### src/rtl/sap_u_sequencer.sv
// SAP-U microcoded control unit: a T-state counter decoded with the IR opcode
// and ALU flags into one combinational control word per step.
module sap_u_sequencer #(
    parameter int OPCODE_W  = 4,
    parameter int NUM_STEPS = 5
) (
    input  logic                clk,
    input  logic                reset,
    input  logic                run,
    input  logic [OPCODE_W-1:0] opcode,
    input  logic                flag_carry,
    input  logic                flag_zero,
    output logic [2:0]          step,
    output logic                halted,
    output logic                pc_out,
    output logic                pc_inc,
    output logic                pc_load,
    output logic                ir_load,
    output logic                ir_out,
    output logic                ram_load_mar_reg,
    output logic                ram_output_enable,
    output logic                ram_control_signal,
    output logic                reg_a_load_n,
    output logic                reg_a_bus_enable_n,
    output logic                reg_b_load_n,
    output logic                alu_enable,
    output logic                alu_subtract,
    output logic                out_load
);

    localparam logic [2:0] T0        = 3'd0;
    localparam logic [2:0] T1        = 3'd1;
    localparam logic [2:0] T2        = 3'd2;
    localparam logic [2:0] T3        = 3'd3;
    localparam logic [2:0] T4        = 3'd4;
    localparam logic [2:0] LAST_STEP = 3'(NUM_STEPS - 1);

    localparam logic [OPCODE_W-1:0] OP_LDA = OPCODE_W'(1);
    localparam logic [OPCODE_W-1:0] OP_ADD = OPCODE_W'(2);
    localparam logic [OPCODE_W-1:0] OP_SUB = OPCODE_W'(3);
    localparam logic [OPCODE_W-1:0] OP_STA = OPCODE_W'(4);
    localparam logic [OPCODE_W-1:0] OP_LDI = OPCODE_W'(5);
    localparam logic [OPCODE_W-1:0] OP_JMP = OPCODE_W'(6);
    localparam logic [OPCODE_W-1:0] OP_JC  = OPCODE_W'(7);
    localparam logic [OPCODE_W-1:0] OP_JZ  = OPCODE_W'(8);
    localparam logic [OPCODE_W-1:0] OP_OUT = OPCODE_W'(14);
    localparam logic [OPCODE_W-1:0] OP_HLT = OPCODE_W'(15);

    logic [2:0] r_step;
    logic       r_halted;
    logic       w_active;

    // Active-high internal view of every control; polarity fixed at the ports.
    logic w_pc_out, w_pc_inc, w_pc_load, w_ir_load, w_ir_out;
    logic w_mar_load, w_ram_out, w_ram_we;
    logic w_a_load, w_a_out, w_b_load, w_alu_en, w_alu_sub, w_out_load;

    assign w_active = run & ~r_halted & ~reset;

    // Step counter and sticky halt flag.
    always_ff @(posedge clk or posedge reset) begin
        if (reset) begin
            r_step   <= T0;
            r_halted <= 1'b0;
        end else if (run && !r_halted) begin
            if (r_step == LAST_STEP) begin
                r_step <= T0;
            end else begin
                r_step <= r_step + 3'd1;
            end
            if (r_step == T2 && opcode == OP_HLT) begin
                r_halted <= 1'b1;
            end
        end
    end

    // Control-word decode of (step, opcode, flags); idle whenever not active.
    always_comb begin
        w_pc_out   = 1'b0;
        w_pc_inc   = 1'b0;
        w_pc_load  = 1'b0;
        w_ir_load  = 1'b0;
        w_ir_out   = 1'b0;
        w_mar_load = 1'b0;
        w_ram_out  = 1'b0;
        w_ram_we   = 1'b0;
        w_a_load   = 1'b0;
        w_a_out    = 1'b0;
        w_b_load   = 1'b0;
        w_alu_en   = 1'b0;
        w_alu_sub  = 1'b0;
        w_out_load = 1'b0;
        if (w_active) begin
            case (r_step)
                T0: begin
                    w_pc_out   = 1'b1;
                    w_mar_load = 1'b1;
                end
                T1: begin
                    w_ram_out = 1'b1;
                    w_ir_load = 1'b1;
                    w_pc_inc  = 1'b1;
                end
                T2: begin
                    case (opcode)
                        OP_LDA, OP_ADD, OP_SUB, OP_STA: begin
                            w_ir_out   = 1'b1;
                            w_mar_load = 1'b1;
                        end
                        OP_LDI: begin
                            w_ir_out = 1'b1;
                            w_a_load = 1'b1;
                        end
                        OP_JMP: begin
                            w_ir_out  = 1'b1;
                            w_pc_load = 1'b1;
                        end
                        OP_JC, OP_JZ: begin
                            // Conditional jumps sample the flag selected by the opcode.
                            if ((opcode == OP_JC) ? flag_carry : flag_zero) begin
                                w_ir_out  = 1'b1;
                                w_pc_load = 1'b1;
                            end else begin
                                w_ir_out  = 1'b0;
                                w_pc_load = 1'b0;
                            end
                        end
                        OP_OUT: begin
                            w_a_out    = 1'b1;
                            w_out_load = 1'b1;
                        end
                        default: w_ir_out = 1'b0;
                    endcase
                end
                T3: begin
                    case (opcode)
                        OP_LDA: begin
                            w_ram_out = 1'b1;
                            w_a_load  = 1'b1;
                        end
                        OP_ADD, OP_SUB: begin
                            w_ram_out = 1'b1;
                            w_b_load  = 1'b1;
                            w_alu_sub = (opcode == OP_SUB);
                        end
                        OP_STA: begin
                            w_a_out  = 1'b1;
                            w_ram_we = 1'b1;
                        end
                        default: w_ram_out = 1'b0;
                    endcase
                end
                T4: begin
                    case (opcode)
                        OP_ADD, OP_SUB: begin
                            w_alu_en  = 1'b1;
                            w_a_load  = 1'b1;
                            w_alu_sub = (opcode == OP_SUB);
                        end
                        default: w_alu_en = 1'b0;
                    endcase
                end
                default: w_pc_out = 1'b0;
            endcase
        end else begin
            w_pc_out = 1'b0;
        end
    end

    assign step               = r_step;
    assign halted             = r_halted;
    assign pc_out             = w_pc_out;
    assign pc_inc             = w_pc_inc;
    assign pc_load            = w_pc_load;
    assign ir_load            = w_ir_load;
    assign ir_out             = w_ir_out;
    assign ram_load_mar_reg   = ~w_mar_load;
    assign ram_output_enable  = ~w_ram_out;
    assign ram_control_signal = w_ram_we;
    assign reg_a_load_n       = ~w_a_load;
    assign reg_a_bus_enable_n = ~w_a_out;
    assign reg_b_load_n       = ~w_b_load;
    assign alu_enable         = w_alu_en;
    assign alu_subtract       = w_alu_sub;
    assign out_load           = w_out_load;

endmodule
### config.mk
export PLATFORM = sky130hd
export DESIGN_NAME = sap_u_sequencer
export DESIGN_NICKNAME = d
export VERILOG_FILES = /design/src/rtl/sap_u_sequencer.sv
export SDC_FILE = /design/constraint.sdc
export NUM_CORES = 1
export LEC_CHECK = 0
export BUFFER_PORTS_ARGS = -buffer_cell sky130_fd_sc_hd__buf_2
export CELL_PAD_IN_SITES_DETAIL_PLACEMENT = 0
export CELL_PAD_IN_SITES_GLOBAL_PLACEMENT = 1
export CORE_MARGIN = 2
export CORE_UTILIZATION = 28
export DETAILED_ROUTE_END_ITERATION = 6
export PLACE_DENSITY = 0.83
export SLEW_MARGIN = 20
export SYNTH_ARGS = -nofsm -noshare
export SYNTH_HDL_FRONTEND = slang
export SYNTH_SLANG_ARGS = --single-unit
### constraint.sdc
create_clock -name clk -period 1.35 [get_ports clk]
set_clock_uncertainty 0.15 [all_clocks]
set_input_delay 0.135 -clock clk [delete_from_list [all_inputs] [get_ports clk]]
set_output_delay 0.135 -clock clk [all_outputs]
set_load 0.05 [all_outputs]
==> impl_summary.md, run 1 <==
Worst setup path
For the worst setup path, the data required time is ~1.1 ns. The worst setup path is launched from a flop. The worst flop-to-flop path endpoint is halted. The beginning of the worst register-to-register path is step[1].

Along the worst path, the maximum fanout reaches 4. The register-to-register setup slack is -0.20 ns. Traced cell by cell, the critical path runs through buf_6 -> ha_4 -> buf_4 -> nor4bb_4 -> o211ai_1 -> buf_4. Among all stages on the critical path, the largest delay is contributed by sky130_fd_sc_hd__dfrtp_2. The critical path data arrival time is roughly 1.7 ns.

The endpoint type of the worst setup path is an output pin. The worst setup path startpoint is step[1]. The number of cell instances on the worst register-to-register path is 6. The library cell appearing most often on the critical path is sky130_fd_sc_hd__buf_4. On the worst path, the slowest cell contributes a delay of roughly 0.42 ns. The critical path class is reg2out.

Final layout
The layout-stage area growth over the synthesis result is 132%. The share of layout cells above drive strength 1 is between 70% and 80%. For this run, the post-layout net count is 150. The antenna diode count is 0. Fill cells in the final layout number around 160.

The non-filler instance count after layout is around 160.

Pwr
The net switching fraction of the power is between 40% and 50%. The switching power summed over all nets is around 0.00095 W. The power per cell area is 1530 mW/mm². The internal power component is 0.00109 W.

The share of total power dissipated in the clock network is 7.0%. The combinational share of power is 80.6%. The sequential power share is 12.4%.

VDD sags by at most 1590 µV. The cell leakage power is 0.627 nW.

Synthesis
The post-synth design cell area is between 500 and 600 µm². The share of the synthesized area in the top cell type is between 15 and 20%. The number of synthesized register bits is 4. Of all cell types, the one taking the most synthesized area is sky130_fd_sc_hd__dfrtp_1. The number of distinct library cells after synthesis is 36. The total nets after synthesis is between 80 and 90. The number of cells produced by synthesis is 71. In the post-synthesis netlist, the biggest area contributors are sky130_fd_sc_hd__dfrtp_1, sky130_fd_sc_hd__ha_1, sky130_fd_sc_hd__nor2b_1. The Yosys warning count is 0. The average instance in the mapped netlist occupies between 8 and 9 µm². Sequential elements use approximately 18% of the synthesized area.

Timing
The number of endpoints with negative hold slack in the final report is 0. Setup repair after global routing could not meet its margin everywhere. After layout, the worst path uses 143% of the clock period. For the finished layout, the period the worst path requires is between 1.5 and 2 ns. The peak clock frequency supported by timing is 0.517 GHz. Once routing completed, OpenROAD measured the worst setup slack at -0.585 ns. The setup-violating endpoint count in the final report is 17. At the pin with the least slew margin, the transition time is between 0.3 and 0.4 ns.

The headroom to the max-slew limit is 76.3%. The aggregate negative setup slack is -7.16 ns. The number of max-slew violations in the final report is 0.

Route
The total iterations of the first detailed-routing run is 4. The number of DRC violations after detailed-routing iteration 0 is 9. The post-detailed-route count of antenna-violating nets is 0. The routed via count is slightly below 800. The final layout contains routed wiring with a total length of roughly 2 mm. The per-cell routed wire length is about 12 µm.

Using the TritonRoute via totals, the vias-per-cell ratio works out to roughly 4.8. For this run, design rule violations remaining after detail routing come to 0.

Placement
Routability-driven placement finished with a final weighted congestion of between 0.7 and 0.8. The total placed cells including tap cells is around 150. The count of input and output buffers is 26.

Detailed placement ended at an HPWL of around 1.3 mm.

Global routing
The initial antenna violation count is 0. The number of global-route vias before repair is about 760. Entering global routing, the biggest net connects 10 pins. Global routing finished with a remaining overflow of 0. The overall global routing resource usage is approximately 17%. The first-pass GRT wire length is ~3.2 mm.

Floorplan
The standard cell core area is ~0.002 mm². The height of the die is just under 50 µm. The count of boundary I/O pins is 27. The placement row count is 16. For this configuration, the core starts out at a cell density of between 20% and 30%. The floorplan step defined a die boundary enclosing around 0.0024 mm². From left edge to right edge, the die measures around 49 µm.

Clock tree
The clock slew seen by the registers of the worst setup and hold paths is ~0.040 ns. The clock net sink count is 4. TritonCTS built the clock tree. The root buffer cell is sky130_fd_sc_hd__clkbuf_4. CTS built an H-tree with a depth of 1. The number of buffers created by CTS is 3. The deepest clock path buffer count is 2. The clock reaches the later pin of the worst-skew pair after around 0.23 ns.

Worst hold path
The worst hold path passes through 3 cells. The path type of the worst min-delay path is in2reg. The worst hold path begins at run.

The hold path endpoint is halted.

Run
The tool flagged a number of max-cap violations equal to 0.

Status
The final reports fail on setup timing. The run finished, with violations left.
## flip-flops by register name, summed over array words and instances (netlist names)
name / cells
step: 3
halted: 1
## cell usage after synthesis (all sizes together)
library cell,n
and4b,1
a21boi,1
a41o,1
a21oi,1
and2b,1
nand2,6
o31a,1
nor2,3
o21ai,5
buf,6
nor3,1
inv,5
and3,2
and2,3
and3b,2
nand3,2
ha,5
nand4,2
nor2b,4
a2111oi,1
nor4bb,1
or3,2
dfrtp,4
o211a,1
nor4b,1
o22ai,1
nor3b,2
o211ai,3
a21o,2
nor4,1
## worst max path at each step
stage               slack, ns          endpoint
floorplan               -0.66  ram_load_mar_reg
global placement        -0.45      reg_a_load_n
detailed placement      -0.48      reg_a_load_n
CTS                     -0.57      reg_a_load_n
global route            -0.64          out_load
finish                  -0.59  ram_load_mar_reg
## power by group through the flow
| stage | combinational (W) | clock, W | sequential [W] |
|---|---|---|---|
| floorplan | 0.000558 | 0 | 0.000457 |
| global placement | 0.00123 | 0 | 0.000232 |
| detailed placement | 0.00124 | 0 | 0.000235 |
| CTS | 0.00150 | 0.000153 | 0.000247 |
| global route | 0.00175 | 0.000155 | 0.000257 |
| finish | 0.00164 | 0.000142 | 0.000252 |
## cell type report
cell class	count	area [µm²]	share of cell area, %
clock buffers	3	22.5	1.69
inverters	5	21.3	1.60
multi-input cells	56	584	44.0
flip-flops and latches	4	105	7.91
well taps	27	33.8	2.54
repair buffers	66	562	42.3
## cells by family after synthesis
group,Yosys count,share of synthesized area (%)
compound gates,17,22.5
fa+ha+maj,5,10.9
simple gates,34,37.4
buf+inv,11,11.6
flops,4,17.5
## layer usage
layer	track usage (%)	routed length, µm
met5	0	0
met4	5.71	0
met3	1.84	72
met2	32.4	1110
met1	19.2	809
## through the flow
stage	hold WS, ns	total power [W]	utilization (%)	instance area (µm²)	worst slack, ns
6_report	0.140	0.00203	68.4	1330	-0.585
5_1_grt	0.166	0.00216	68.4	1330	-0.640
4_1_cts	0.132	0.00190	66.1	1280	-0.574
3_5_place_dp	-0.0890	0.00148	53.5	1040	-0.475
3_3_place_gp	-0.102	0.00146	53.5	1040	-0.447
2_1_floorplan	-0.249	0.00102	-	716	-0.661
## worst max-delay path, delay by kind of cell (launching register included)
family | cells | cell delay (ns)
adder cells (fa/ha/maj) | 1 | 0.17
buffers and inverters | 3 | 0.50
AO/OA/AOI/OAI | 1 | 0.19
flip-flops | 1 | 0.42
AND/OR/NAND/NOR | 1 | 0.14
## placed cells by master, fill, tap and decap left out, types with 3 or more instances in the layout
cell type	instances
sky130_fd_sc_hd__ha_4	3
sky130_fd_sc_hd__nand2_1	3
sky130_fd_sc_hd__buf_2	12
sky130_fd_sc_hd__o211ai_1	3
sky130_fd_sc_hd__inv_1	3
sky130_fd_sc_hd__dfrtp_2	4
sky130_fd_sc_hd__clkbuf_4	3
sky130_fd_sc_hd__buf_8	5
sky130_fd_sc_hd__and2_4	3
sky130_fd_sc_hd__buf_4	33
sky130_fd_sc_hd__buf_6	15
## repair_timing
item / CTS / global route
hold buffers: 1 / 0
pin swaps: 11 / 2
buffers inserted: 5 / 5
gates resized for setup: 49 / 5
endpoints found under the hold margin: 4 / 0
endpoints found under the setup margin: 17 / 17
Note: power is estimated with default switching activity, not from simulation.
==> run 2: changes to the inputs <==
--- a/config.mk
+++ b/config.mk
@@ -17,2 +17,3 @@
 export SYNTH_HDL_FRONTEND = slang
 export SYNTH_SLANG_ARGS = --single-unit
+export TNS_END_PERCENT = 50
--- a/constraint.sdc
+++ b/constraint.sdc
@@ -3,3 +3,3 @@
 set_input_delay 0.135 -clock clk [delete_from_list [all_inputs] [get_ports clk]]
 set_output_delay 0.135 -clock clk [all_outputs]
-set_load 0.05 [all_outputs]
+set_load 0.1 [all_outputs]
==> impl_summary.md, run 2 (same netlist as run 1, synthesis figures left out) <==
Status
The run finished, with violations left. The final reports fail on setup timing.

Clock tree
The number of buffers created by CTS is 3 (unchanged). The cell sitting at the root of the clock tree is a sky130_fd_sc_hd__clkbuf_4. TritonCTS built the clock tree. The clock net sink count is 4 (unchanged).

The CTS H-tree depth was 1 (unchanged). The clock slew seen by the registers of the worst setup and hold paths is 0.04 ns (about the same). The clock latency on the worst-skew pair is 0.24 ns (about the same). The deepest clock path buffer count came to 2 (unchanged).

Final layout
The antenna diode count was 0 (unchanged). The total number of nets in the final design is 140 (-6.7%). The share of layout cells above drive strength 1 was 75.0% (-0.37 points). The flip-flop count of the largest register, all copies and words added is 3 (unchanged). The design area was 0.00146 mm² (+9.5%).

Relative to the synthesized area, the layout overhead comes to 154%. Leaving out fill and tap cells, the most frequent cells in the layout are sky130_fd_sc_hd__buf_4, sky130_fd_sc_hd__buf_12, sky130_fd_sc_hd__buf_2, sky130_fd_sc_hd__ha_4, sky130_fd_sc_hd__buf_6. The library cell used most frequently in the layout, excluding fill and tap cells, is sky130_fd_sc_hd__buf_4.

The non-filler instance count after layout came to 151 (-6.2%).

Worst setup path
The buffer and inverter count on the worst path is 4 (+1). On the critical path the largest part of the delay comes from buffers and inverters. The worst setup path is captured at an output pin. The largest individual stage delay along the critical path comes from the cell sky130_fd_sc_hd__dfrtp_4. By startpoint and endpoint, the worst setup path is classified as reg2out. The critical path goes through inv_4 -> ha_4 -> nor2b_4 -> nand2_2 -> buf_4 -> buf_6 -> a21oi_4 -> buf_12. The largest fanout on the critical path is 4 (unchanged). The biggest cell delay along the critical path came to 0.50 ns (+0.08 ns).

STA classifies the critical path startpoint as a flop. The critical path data arrival time is 1.82 ns (+0.17 ns). The required time of the worst setup path is 1.07 ns (about the same).

Placement
The instance area at placement is 0.00127 mm² (+22%). The count of input and output buffers came to 26 (unchanged). The total placed cells including tap cells is 144 (-2.0%). The routability congestion estimate was 0.817 (+7.9%).

The total half-perimeter wirelength after legalization and detailed placement is 1.72 mm (+29%).

Global routing
The pin count of the biggest net entering global routing was 11 (+1). The overall global routing resource usage is 20.4% (+3.4 points). The first-pass GRT wire length is 3.75 mm (+16%). The initial antenna violation count is 0 (unchanged). The number of global-route vias before repair was 802 (+6.1%). The total overflow reported by the global router is 0 (unchanged).

Timing
The setup-violating endpoint count in the final report is 17 (unchanged). The pin slew with the least headroom to its limit was 0.479 ns (+0.126 ns). The final worst slack came to -0.754 ns (-0.169 ns). The final-layout worst hold slack is 0.0256 ns (-0.115 ns). The post-layout minimum cycle time came to 2.10 ns (+0.169 ns). The post-route fraction of the period consumed by the critical path was 156% (+13 points).

The number of endpoints with negative hold slack in the final report is 0 (unchanged). The peak clock frequency supported by timing is 0.475 GHz (-8.0%). The number of max-slew violations in the final report is 0 (unchanged). Setup repair after global routing could not meet its margin everywhere. The headroom to the max-slew limit is 67.8% (-8.5 points).

Pwr
The power per cell area is 1780 mW/mm² (+16%). The peak supply drop is 2370 µV (+49%). The cell leakage power is 0.630 nW (+0.54%).

Floorplan
The standard cell core area is 0.00194 mm² (unchanged). The starting density of the core is 29.4% (unchanged). The height of the die is 49.2 µm (unchanged). The placement row count was 16 (unchanged). The count of boundary I/O pins came to 27 (unchanged).

The die outline area came to 0.00242 mm² (unchanged). The die boundary width is 49.2 µm (unchanged).

Route
The per-cell routed wire length is 15.7 µm (+26%). The total iterations of the first detailed-routing run came to 4 (unchanged). The remaining design rule violation count is 0 (unchanged). The number of DRC violations after detailed-routing iteration 0 is 11 (+2). The routed via count is 761 (-1.0%).

The overall routed net length was 2.37 mm (+18%). The post-detailed-route count of antenna-violating nets came to 0 (unchanged). The average vias per placed instance is 5.04 (+5.5%).

Worst hold path
The path class of the tightest hold or removal check is in2reg.

Run
The count of max-cap constraint violations was 0 (unchanged).
-- run 2: metrics by stage --
step / worst slack (ns) / power [W] / setup TNS, ns / util, %
after global placement: -0.495 / 0.00201 / -4.89 / 65.4
after floorplan: -1.40 / 0.00130 / -12.26 / -
after CTS: -0.740 / 0.00238 / -9.04 / 71.5
after global routing: -0.802 / 0.00270 / -9.78 / 74.9
after detailed placement: -0.565 / 0.00206 / -5.63 / 65.4
final: -0.754 / 0.00259 / -9.00 / 74.9
-- run 2: routing by layer --
layer  global-route usage [%]  vias up  wire [µm]
met3                     1.53       12         94
met5                        0        -          0
met4                     11.0        0        110
li1                         -      369          -
met2                     41.9       28       1330
met1                     19.4      352        830
-- run 2: final cells by class --
type / count / area (µm²)
multi-input combinational: 56 / 613
timing repair buffer: 56 / 647
clock buffer: 3 / 22.5
tap: 27 / 33.8
sequential: 4 / 115
inverter: 5 / 23.8
fill: 132 / 487
-- run 2: worst reg2reg max path: stages (launching register included) --
cell	delay, ns
sky130_fd_sc_hd__dfrtp_4	0.51
sky130_fd_sc_hd__buf_4	0.16
sky130_fd_sc_hd__inv_4	0.05
sky130_fd_sc_hd__ha_4	0.12
sky130_fd_sc_hd__nand2_2	0.05
sky130_fd_sc_hd__buf_4	0.15
sky130_fd_sc_hd__nand2_2	0.07
sky130_fd_sc_hd__o22ai_2	0.08
-- run 2: final timing paths --
path                         start  slack (ns)      end  cells past startpoint
min in group asynchronous    reset        0.22  step[1]                      3
min reg2reg                 halted        0.52   halted                      2
min                            run        0.03   halted                      2
max in group asynchronous    reset        0.65  step[2]                      3
max reg2reg                step[1]       -0.12  step[2]                      7
max                        step[0]       -0.75  pc_load                      8
-- run 2: what timing repair did --
action	4_1_cts	5_1_grt
pin swaps	10	5
hold buffers	1	0
resized for setup	16	14
endpoints found under the setup margin	16	18
hold endpoints to repair	4	0
setup buffers	2	1
gates cloned	0	0
-- run 2: where the power goes --
part / switching [W] / internal, W / total (W)
clock network: 0.0000486 / 0.0000994 / 0.000148
logic: 0.00119 / 0.000931 / 0.00212
registers: 0.000107 / 0.000211 / 0.000318
total: 0.00134 / 0.00124 / 0.00259
